==> src/rtl/voice_mixer.sv <==
// voice_mixer: time-multiplexed stereo mixer feeding the I2S transmitter.
// On each sample_tick it walks every voice over a req/ack handshake and multiplies
// each sample by its left/right pan gain into wide signed accumulators. It then
// shifts the sums back to the sample scale, saturates them to BITWIDTH and holds
// the result until the next frame.
// Optional feature: define VOICE_MIXER_MASTER_VOL_EN to add the master_vol input
// and a VOL stage that applies a master gain between the shift and the clamp.
module voice_mixer #(
    parameter int unsigned BITWIDTH   = 24,
    parameter int unsigned NUM_VOICES = 16,
    parameter int unsigned VOICE_W    = 24,
    parameter int unsigned GAIN_W     = 8,
    localparam int unsigned SEL_W     = $clog2(NUM_VOICES)
) (
    input  logic                ctl_clk,
    input  logic                ctl_rst,
    input  logic                sample_tick,
    output logic                voice_req,
    output logic [SEL_W-1:0]    voice_sel,
    input  logic                voice_ack,
    input  logic [VOICE_W-1:0]  voice_data,
    input  logic [GAIN_W-1:0]   voice_gain_l,
    input  logic [GAIN_W-1:0]   voice_gain_r,
`ifdef VOICE_MIXER_MASTER_VOL_EN
    input  logic [GAIN_W-1:0]   master_vol,
`endif
    output logic [BITWIDTH-1:0] wave_out_l,
    output logic [BITWIDTH-1:0] wave_out_r,
    output logic                wave_valid,
    output logic                clip_l,
    output logic                clip_r,
    output logic                busy,
    output logic                overrun,
    input  logic                ovr_clr
);

    localparam int unsigned ACC_W = VOICE_W + GAIN_W + SEL_W + 1;
`ifdef VOICE_MIXER_MASTER_VOL_EN
    localparam int unsigned CLAMP_W = ACC_W + GAIN_W + 1;
`else
    localparam int unsigned CLAMP_W = ACC_W;
`endif

`ifdef VOICE_MIXER_MASTER_VOL_EN
    typedef enum logic [2:0] {StIdle, StReq, StMac, StSat, StVol, StOut} state_t;
`else
    typedef enum logic [2:0] {StIdle, StReq, StMac, StSat, StOut} state_t;
`endif

    state_t r_state;
    state_t w_state_next;

    logic signed [VOICE_W-1:0] r_data;
    logic [GAIN_W-1:0]         r_gain_l;
    logic [GAIN_W-1:0]         r_gain_r;
    logic signed [ACC_W-1:0]   r_acc_l;
    logic signed [ACC_W-1:0]   r_acc_r;
    logic [SEL_W-1:0]          r_sel;
    logic [BITWIDTH-1:0]       r_wave_l;
    logic [BITWIDTH-1:0]       r_wave_r;
    logic                      r_clip_l;
    logic                      r_clip_r;
    logic                      r_valid;
    logic                      r_overrun;

    logic signed [ACC_W-1:0]   w_data_ext;
    logic signed [ACC_W-1:0]   w_gl_ext;
    logic signed [ACC_W-1:0]   w_gr_ext;
    logic signed [ACC_W-1:0]   w_prod_l;
    logic signed [ACC_W-1:0]   w_prod_r;
    logic signed [ACC_W-1:0]   w_shift_l;
    logic signed [ACC_W-1:0]   w_shift_r;
    logic signed [CLAMP_W-1:0] w_pre_l;
    logic signed [CLAMP_W-1:0] w_pre_r;
    logic [BITWIDTH:0]         w_sat_l;
    logic [BITWIDTH:0]         w_sat_r;
    logic                      w_last;

    // Returns {clipped, value} after clamping v into the signed BITWIDTH range.
    function automatic logic [BITWIDTH:0] f_sat(input logic signed [CLAMP_W-1:0] v);
        logic signed [CLAMP_W-1:0] hi;
        logic signed [CLAMP_W-1:0] lo;
        hi = '0;
        hi[BITWIDTH-2:0] = '1;
        lo = ~hi;
        if (v > hi) begin
            f_sat = {1'b1, hi[BITWIDTH-1:0]};
        end else if (v < lo) begin
            f_sat = {1'b1, lo[BITWIDTH-1:0]};
        end else begin
            f_sat = {1'b0, v[BITWIDTH-1:0]};
        end
    endfunction

    // Sample is sign-extended, gains zero-extended, so the product is exact in ACC_W.
    assign w_data_ext = ACC_W'(r_data);
    assign w_gl_ext   = ACC_W'(r_gain_l);
    assign w_gr_ext   = ACC_W'(r_gain_r);
    assign w_prod_l   = w_data_ext * w_gl_ext;
    assign w_prod_r   = w_data_ext * w_gr_ext;
    assign w_shift_l  = r_acc_l >>> GAIN_W;
    assign w_shift_r  = r_acc_r >>> GAIN_W;
    assign w_last     = (r_sel == SEL_W'(NUM_VOICES - 1));

`ifdef VOICE_MIXER_MASTER_VOL_EN
    logic signed [ACC_W-1:0]   r_shift_l;
    logic signed [ACC_W-1:0]   r_shift_r;
    logic signed [CLAMP_W-1:0] w_vol_ext;
    logic signed [CLAMP_W-1:0] w_vprod_l;
    logic signed [CLAMP_W-1:0] w_vprod_r;

    assign w_vol_ext = CLAMP_W'(master_vol);
    assign w_vprod_l = CLAMP_W'(r_shift_l) * w_vol_ext;
    assign w_vprod_r = CLAMP_W'(r_shift_r) * w_vol_ext;
    assign w_pre_l   = w_vprod_l >>> GAIN_W;
    assign w_pre_r   = w_vprod_r >>> GAIN_W;

    // Holds the shifted sums between SAT and VOL.
    always_ff @(posedge ctl_clk or negedge ctl_rst) begin
        if (!ctl_rst) begin
            r_shift_l <= '0;
            r_shift_r <= '0;
        end else if (r_state == StSat) begin
            r_shift_l <= w_shift_l;
            r_shift_r <= w_shift_r;
        end
    end
`else
    assign w_pre_l = w_shift_l;
    assign w_pre_r = w_shift_r;
`endif

    assign w_sat_l = f_sat(w_pre_l);
    assign w_sat_r = f_sat(w_pre_r);

    // State register.
    always_ff @(posedge ctl_clk or negedge ctl_rst) begin
        if (!ctl_rst) begin
            r_state <= StIdle;
        end else begin
            r_state <= w_state_next;
        end
    end

    // Next-state logic: one REQ/MAC pair per voice, then the output stages.
    always_comb begin
        w_state_next = r_state;
        unique case (r_state)
            StIdle:  if (sample_tick) w_state_next = StReq;
            StReq:   if (voice_ack) w_state_next = StMac;
            StMac:   w_state_next = w_last ? StSat : StReq;
`ifdef VOICE_MIXER_MASTER_VOL_EN
            StSat:   w_state_next = StVol;
            StVol:   w_state_next = StOut;
`else
            StSat:   w_state_next = StOut;
`endif
            StOut:   w_state_next = StIdle;
            default: w_state_next = StIdle;
        endcase
    end

    // FSM outputs.
    always_comb begin
        voice_req = (r_state == StReq);
        busy      = (r_state != StIdle);
    end

    // Datapath: capture, accumulate and register the saturated result.
    always_ff @(posedge ctl_clk or negedge ctl_rst) begin
        if (!ctl_rst) begin
            r_data   <= '0;
            r_gain_l <= '0;
            r_gain_r <= '0;
            r_acc_l  <= '0;
            r_acc_r  <= '0;
            r_sel    <= '0;
            r_wave_l <= '0;
            r_wave_r <= '0;
            r_clip_l <= 1'b0;
            r_clip_r <= 1'b0;
        end else begin
            unique case (r_state)
                StIdle: begin
                    if (sample_tick) begin
                        r_acc_l <= '0;
                        r_acc_r <= '0;
                        r_sel   <= '0;
                    end
                end
                StReq: begin
                    if (voice_ack) begin
                        r_data   <= voice_data;
                        r_gain_l <= voice_gain_l;
                        r_gain_r <= voice_gain_r;
                    end
                end
                StMac: begin
                    r_acc_l <= r_acc_l + w_prod_l;
                    r_acc_r <= r_acc_r + w_prod_r;
                    // Selector parks on the last voice until the next frame start.
                    if (!w_last) r_sel <= r_sel + 1'b1;
                end
`ifdef VOICE_MIXER_MASTER_VOL_EN
                StVol: begin
`else
                StSat: begin
`endif
                    r_wave_l <= w_sat_l[BITWIDTH-1:0];
                    r_wave_r <= w_sat_r[BITWIDTH-1:0];
                    r_clip_l <= w_sat_l[BITWIDTH];
                    r_clip_r <= w_sat_r[BITWIDTH];
                end
                default: ;
            endcase
        end
    end

    // wave_valid is high exactly for the OUT cycle, aligned with the new result.
    always_ff @(posedge ctl_clk or negedge ctl_rst) begin
        if (!ctl_rst) begin
            r_valid <= 1'b0;
        end else begin
            r_valid <= (w_state_next == StOut);
        end
    end

    // Sticky overrun: a tick while busy sets it and wins over a same-cycle clear.
    always_ff @(posedge ctl_clk or negedge ctl_rst) begin
        if (!ctl_rst) begin
            r_overrun <= 1'b0;
        end else if (sample_tick && (r_state != StIdle)) begin
            r_overrun <= 1'b1;
        end else if (ovr_clr) begin
            r_overrun <= 1'b0;
        end
    end

    assign voice_sel  = r_sel;
    assign wave_out_l = r_wave_l;
    assign wave_out_r = r_wave_r;
    assign wave_valid = r_valid;
    assign clip_l     = r_clip_l;
    assign clip_r     = r_clip_r;
    assign overrun    = r_overrun;

endmodule

==> config.mk <==
export PLATFORM = sky130hd
export DESIGN_NAME = voice_mixer
export DESIGN_NICKNAME = d
export VERILOG_FILES = /design/src/rtl/voice_mixer.sv
export SDC_FILE = /design/constraint.sdc
export NUM_CORES = 1
export LEC_CHECK = 0
export CAP_MARGIN = 20
export CORE_ASPECT_RATIO = 1.5
export CORE_UTILIZATION = 60
export DETAILED_ROUTE_END_ITERATION = 7
export PLACE_DENSITY = 0.8
export SYNTH_ARGS = -nofsm -noshare
export SYNTH_HDL_FRONTEND = slang
export SYNTH_SLANG_ARGS = --single-unit
==> constraint.sdc <==
create_clock -name ctl_clk -period 12.6 [get_ports ctl_clk]
set_input_delay 2.52 -clock ctl_clk [delete_from_list [all_inputs] [get_ports ctl_clk]]
set_output_delay 2.52 -clock ctl_clk [all_outputs]
set_load 0.02 [all_outputs]
Word-level counts from Yosys, hierarchy flattened

Index checks and enable logic that the tools add are counted.

Add/subtract/negate cells: 3
$mul: 2
Order comparisons: 4
Equal/unequal tests: 7
Muxes and demuxes: 16
Reductions and logical operators: 8

Operators with widths:

| cell                                                                    | number |
|---|---|
| 37-bit case mux with 2 select lines                                     | 2 |
| 25-bit 2-to-1 mux                                                       | 4 |
| 37-bit by 33-bit adder with 37-bit output                               | 2 |
| 24-bit by 9-bit multiplier with 33-bit output                           | 2 |
| 29-bit by 24-bit > comparator with 1-bit output (second input constant) | 2 |
| 29-bit by 24-bit < comparator with 1-bit output (second input constant) | 2 |
| 37-bit 2-to-1 mux                                                       | 1 |
| 3-bit case mux with 4 select lines                                      | 1 |
| 4-bit 2-to-1 mux                                                        | 2 |
| 4-bit case mux with 2 select lines                                      | 1 |
| 3-bit by 2-bit == test with 1-bit output (second input constant)        | 2 |
| 3-bit 2-to-1 mux                                                        | 2 |
| 4-bit by 1-bit adder with 4-bit output (second input constant)          | 1 |
| 4-bit == test (second input constant)                                   | 1 |
| 2-bit inequality test (second input constant)                           | 2 |
| 2-bit AND reduction                                                     | 2 |
| 2-bit nonzero test                                                      | 2 |
| 3-bit by 1-bit == test with 1-bit output (second input constant)        | 1 |
| 3-bit == test (second input constant)                                   | 1 |
| 3-bit zero test                                                         | 1 |
| 3-bit AND reduction                                                     | 1 |
| 3-bit nonzero test                                                      | 1 |
| 1-bit 2-to-1 mux                                                        | 2 |
| 2-bit 2-to-1 mux                                                        | 1 |
| 1-bit logical AND                                                       | 1 |

Register bits after elaboration: 173
Input port bits: 45
Output and inout bits: 58
Word-level logic and storage cells: 53

Depth between registers and ports, before layout

Word-level depth: 4
Gate-level depth with buffers: 24
Gate-level depth less buffers: 21

Least setup slack after synthesis

No wires, ideal clock.

Path type: reg2reg
Start: reg r_data[23]
End: reg r_acc_r[35]
Setup time: 0.138 ns
Arrival: 5.495 ns
Required time: 12.462 ns
Path slack: 6.967 ns
Cell stages (with the launch flop): 24
Path buffers: 3
Path through: dfrtp_1 -> clkbuf_1 -> clkbuf_1 -> nand2_1 -> fa_1 -> inv_1 -> fa_1 -> inv_1 -> fa_1 -> inv_1 -> fa_1 -> inv_1 -> fa_1 -> inv_1 -> ha_1 -> clkbuf_1 -> a21o_1 -> a21o_1 -> a21oi_1 -> o21ai_0 -> a31o_2 -> a41o_1 -> xnor2_1 -> o22ai_1

Word-level cells in the longest chain between the ends: 3

RTL lines:

| item                                          | line | text |
|---|---|---|
| start: declaration                            | 53   | `logic signed [VOICE_W-1:0] r_data;` |
| start signal: assignment                      | 193  | `r_data <= voice_data;` |
| 24-bit by 9-bit multiplier with 33-bit output | 100  | `assign w_prod_r = w_data_ext * w_gr_ext;` |
| 37-bit by 33-bit adder with 37-bit output     | 200  | `r_acc_r <= r_acc_r + w_prod_r;` |
| 37-bit case mux with 2 select lines           | 183  | `unique case (r_state)` |
| end signal: assignment                        | 200  |  |
| end: declaration                              | 57   | `logic signed [ACC_W-1:0] r_acc_r;` |

No other way between the ends.
A chain may end at the register's enable or synchronous reset.

Worst setup path in the final report

Start: reg r_gain_l[1]
End: reg r_acc_l[24]

Word-level cells in the longest chain between the ends: 3

RTL lines:

| item                                          | line | text |
|---|---|---|
| start: declaration                            | 54   | `logic [GAIN_W-1:0] r_gain_l;` |
| start signal: assignment                      | 194  | `r_gain_l <= voice_gain_l;` |
| 24-bit by 9-bit multiplier with 33-bit output | 99   | `assign w_prod_l = w_data_ext * w_gl_ext;` |
| 37-bit by 33-bit adder with 37-bit output     | 199  | `r_acc_l <= r_acc_l + w_prod_l;` |
| 37-bit case mux with 2 select lines           | 183  |  |
| end signal: assignment                        | 199  |  |
| end: declaration                              | 56   | `logic signed [ACC_W-1:0] r_acc_l;` |

No other way between the ends.

==> metrics.md <==
| Metric | Value |
|---|---|
| # DRC | `0` |
| Port bufs | `a little over 100` |
| CTS resizes | `0` |
| Slew HR | `about a third` |
| Number of DRC markers in iteration 0 | `1,110` |
| Register area share after synthesis | `a little under a fifth` |
| Antenna-violating nets left | `0` |
| Synthesized net count | `approximately 3,000` |
| #FFs+latches synth | `173` |
| I/O Pins | `103` |
| Worst hold endpoint | `wave_out_l[3]$_DFFE_PN0N_` |
| Hold path depth | `2` |
| # diodes | `0` |
| Vias | `approximately 17,000` |
| CTS tree | `built` |
| Die Y | `240 µm` |
| YS warnings | `0` |
| Routed wire length | `50,700 µm` |
| Die Width | `161 µm` |
| Crit path kind | `reg2reg` |
| R2r setup slk | `6.30 ns` |
| Commonest non-fill, non-tap cells in the layout | `536 x inv_1, 370 x fa_1, 292 x nand2_1` |
| Vias in the first global route | `18,600` |
| Reg2Reg Depth | `21` |
| Core area | `0.0369 mm²` |
| Sink Count | `173` |
| Startpoint Class | `register` |
| Synthesized area per cell | `about 9 µm²` |
| Worst path cell trace | `nand2_1, fa_1, inv_1, fa_1, inv_1, fa_1, inv_1, fa_1, inv_1, fa_1, inv_1, ha_1, a21oi_1, o311ai_1, a32oi_1, o21ai_2, a21o_1, a21oi_1, o31a_1, xor2_1, o22ai_1` |
| Arrival @ worst endpoint | `between 6 and 7 ns` |
| Achievable Freq | `159 MHz` |
| Initial Utilization | `61.3%` |
| RePlAce Congestion | `0.917` |
| Antenna violations before repair | `0` |
| Die area | `0.0385 mm²` |
| Setup_tns | `0 ns` |
| Final setup vio count | `0` |
| Clock Skews | `0.0194 ns` |
| TritonCTS buffer count | `17` |
| Pin count of the biggest net entering global routing | `97` |
| # rows | `86` |
| Nets | `3,064` |
| FF-to-FF Start | `r_gain_l[1]$_DFFE_PN0P_` |
| FFs w/ async S/R, synth | `100%` |
| Post-route clock period utilization | `50.0%` |
| GRT Util Overall | `28.9%` |
| First-pass GRT wire length | `88,000 µm` |
| # H-tree levels | `4` |
| Final min period | `6.30 ns` |
| Crit end category | `register` |
| Clock Path Buffers | `2` |
| Slew Viols, Final | `0` |
| Clk root buf | `clkbuf_16` |
| Cell Area, Synth | `0.0226 mm²` |
| Layout cells sized above 1 | `3.95%` |
| Synth Instances | `approximately 2,500` |
| Grt ovf | `0` |
| Drt wl/cell | `about 17 µm` |
| Worst-path fanout max | `25` |
| Post-CTS Setup Repair Bufs | `0` |
| Actual slew at the worst max-slew pin | `0.998 ns` |
| Final hold vios | `0` |
| Outcome | `finished clean` |
| Max incr delay on CP | `0.97 ns` |
| Min-delay worst type | `reg2reg` |
| Initial DRT Pass Iterations | `5` |
| Area growth syn-to-layout | `8.21%` |
| Crit Reg-Reg Endpoint | `r_acc_l[24]$_DFFE_PN0P_` |
| CP Data Required Time | `12.90 ns` |
| Commonest non-fill, non-tap cell in the layout | `inv_1` |
| Hold_sp | `wave_out_l[3]$_DFFE_PN0N_` |
| Post-DP HPWL | `39,100 µm` |
| Clk slew on worst S/H paths | `0.08 ns` |
| Count of different cell masters after synthesis | `63` |
| Max-cap violations | `0` |
| Main flop type after synthesis | `dfrtp_1` |
| RSZ-0062 raised after global routing | `no` |
| Critical-path top delay cell | `dfrtp_1` |
| Vias/cell | `5.67` |
| Worst skew pair latency | `0.47 ns` |
| Hold Buf Count CTS | `0` |
| Post-synth EDFFs | `0` |
[synth_stat cells (3+ instances only)]
cell type	n	share of area [%]
nand4_1	18	0.50
o211ai_1	8	0.27
o221ai_1	3	0.12
and4_1	4	0.15
buf_1	6	0.10
nand3_1	24	0.53
and3_1	12	0.33
nor2_1	36	0.60
nor3_1	5	0.11
inv_1	536	8.9
nand2b_1	9	0.25
a31o_2	3	0.12
a22o_1	8	0.31
a31oi_1	10	0.28
clkbuf_1	101	1.7
nor2b_1	9	0.25
nand3b_1	3	0.10
a21oi_1	122	2.7
xnor2_1	33	1.3
nand2_1	294	4.9
dfrtp_1	173	19
o21bai_1	8	0.27
ha_1	157	8.7
or4_1	3	0.10
o21ai_0	93	2.1
and2_1	202	5.6
a21boi_0	6	0.20
o21a_1	3	0.10
nor3b_1	4	0.13
a211oi_1	3	0.10
fa_1	370	33
xor2_1	30	1.2
o21ai_1	9	0.20
o22ai_1	53	1.5
a21o_1	31	1.0
nand4b_1	3	0.12
mux2_2	41	2.0
[area by class of cell]
cell class	instances	area, µm²
inverter	536	2010
multi-input combinational	1651	15900
tap	484	606
fill	2967	12400
clock buffer	19	443
sequential	173	4330
timing repair buffer	113	1110
clock inverter	12	92.6
[how the worst max path moves through the flow]
stage	startpoint	end	slack (ns)	cells after the start
after floorplan	r_data[23]$_DFFE_PN0P_	r_acc_r[35]$_DFFE_PN0P_	6.97	23
after global placement	r_gain_r[0]$_DFFE_PN0P_	r_acc_r[36]$_DFFE_PN0P_	6.48	20
after detailed placement	r_gain_r[0]$_DFFE_PN0P_	r_acc_r[36]$_DFFE_PN0P_	6.39	20
after CTS	r_gain_r[0]$_DFFE_PN0P_	r_acc_r[36]$_DFFE_PN0P_	6.38	20
after global routing	r_gain_l[1]$_DFFE_PN0P_	r_acc_l[34]$_DFFE_PN0P_	5.91	21
final	r_gain_l[1]$_DFFE_PN0P_	r_acc_l[24]$_DFFE_PN0P_	6.30	21
[state kept, by name, summed over array words and instances (netlist names), 3 cells and up]
register / count
r_acc_l: 37
r_acc_r: 37
r_data: 24
r_gain_l: 8
r_gain_r: 8
r_state: 3
voice_sel: 4
wave_out_l: 24
wave_out_r: 24
[layer usage]
metal,wire (µm),GRT usage [%]
met1,18700,33.2
met2,27800,53.4
met3,2340,3.76
met4,1910,12.6
met5,0,0
[kinds of logic after synthesis]
| family | share of synthesized area (%) |
|---|---|
| AOI/OAI and AO/OA | 10.4 |
| xor gates and xnor gates | 2.44 |
| adders and majority gates | 41.4 |
| buffers and inverters | 10.7 |
| DFF | 19.1 |
| muxes | 2.13 |
| and+or+nand+nor | 13.8 |
[metrics by stage]
stage | std cells | cell area [µm²] | hold slack, ns | util [%] | setup slack, ns
finish | 2988 | 24500 | 0.481 | 66.3 | 6.30
global route | 2988 | 24500 | 0.503 | 66.3 | 5.91
CTS | 2987 | 24500 | 0.487 | 66.3 | 6.38
detailed placement | 2956 | 23900 | 0.471 | 64.8 | 6.39
global placement | 2956 | 23900 | 0.465 | 64.8 | 6.48
floorplan | 2468 | 22600 | 0.456 | - | 6.97
[worst max-delay path, delay by kind of cell (launching register included)]
family,cells,cell delay (ns)
AOI/OAI and AO/OA,8,1.73
adders and majority gates,6,2.87
DFF,1,0.97
xor gates and xnor gates,1,0.16
and+or+nand+nor,1,0.17
buffers and inverters,5,0.25
Power is left out: the tool's default activity adds up to more than one toggle a clock period on the data nets, which glitch-free logic cannot reach.
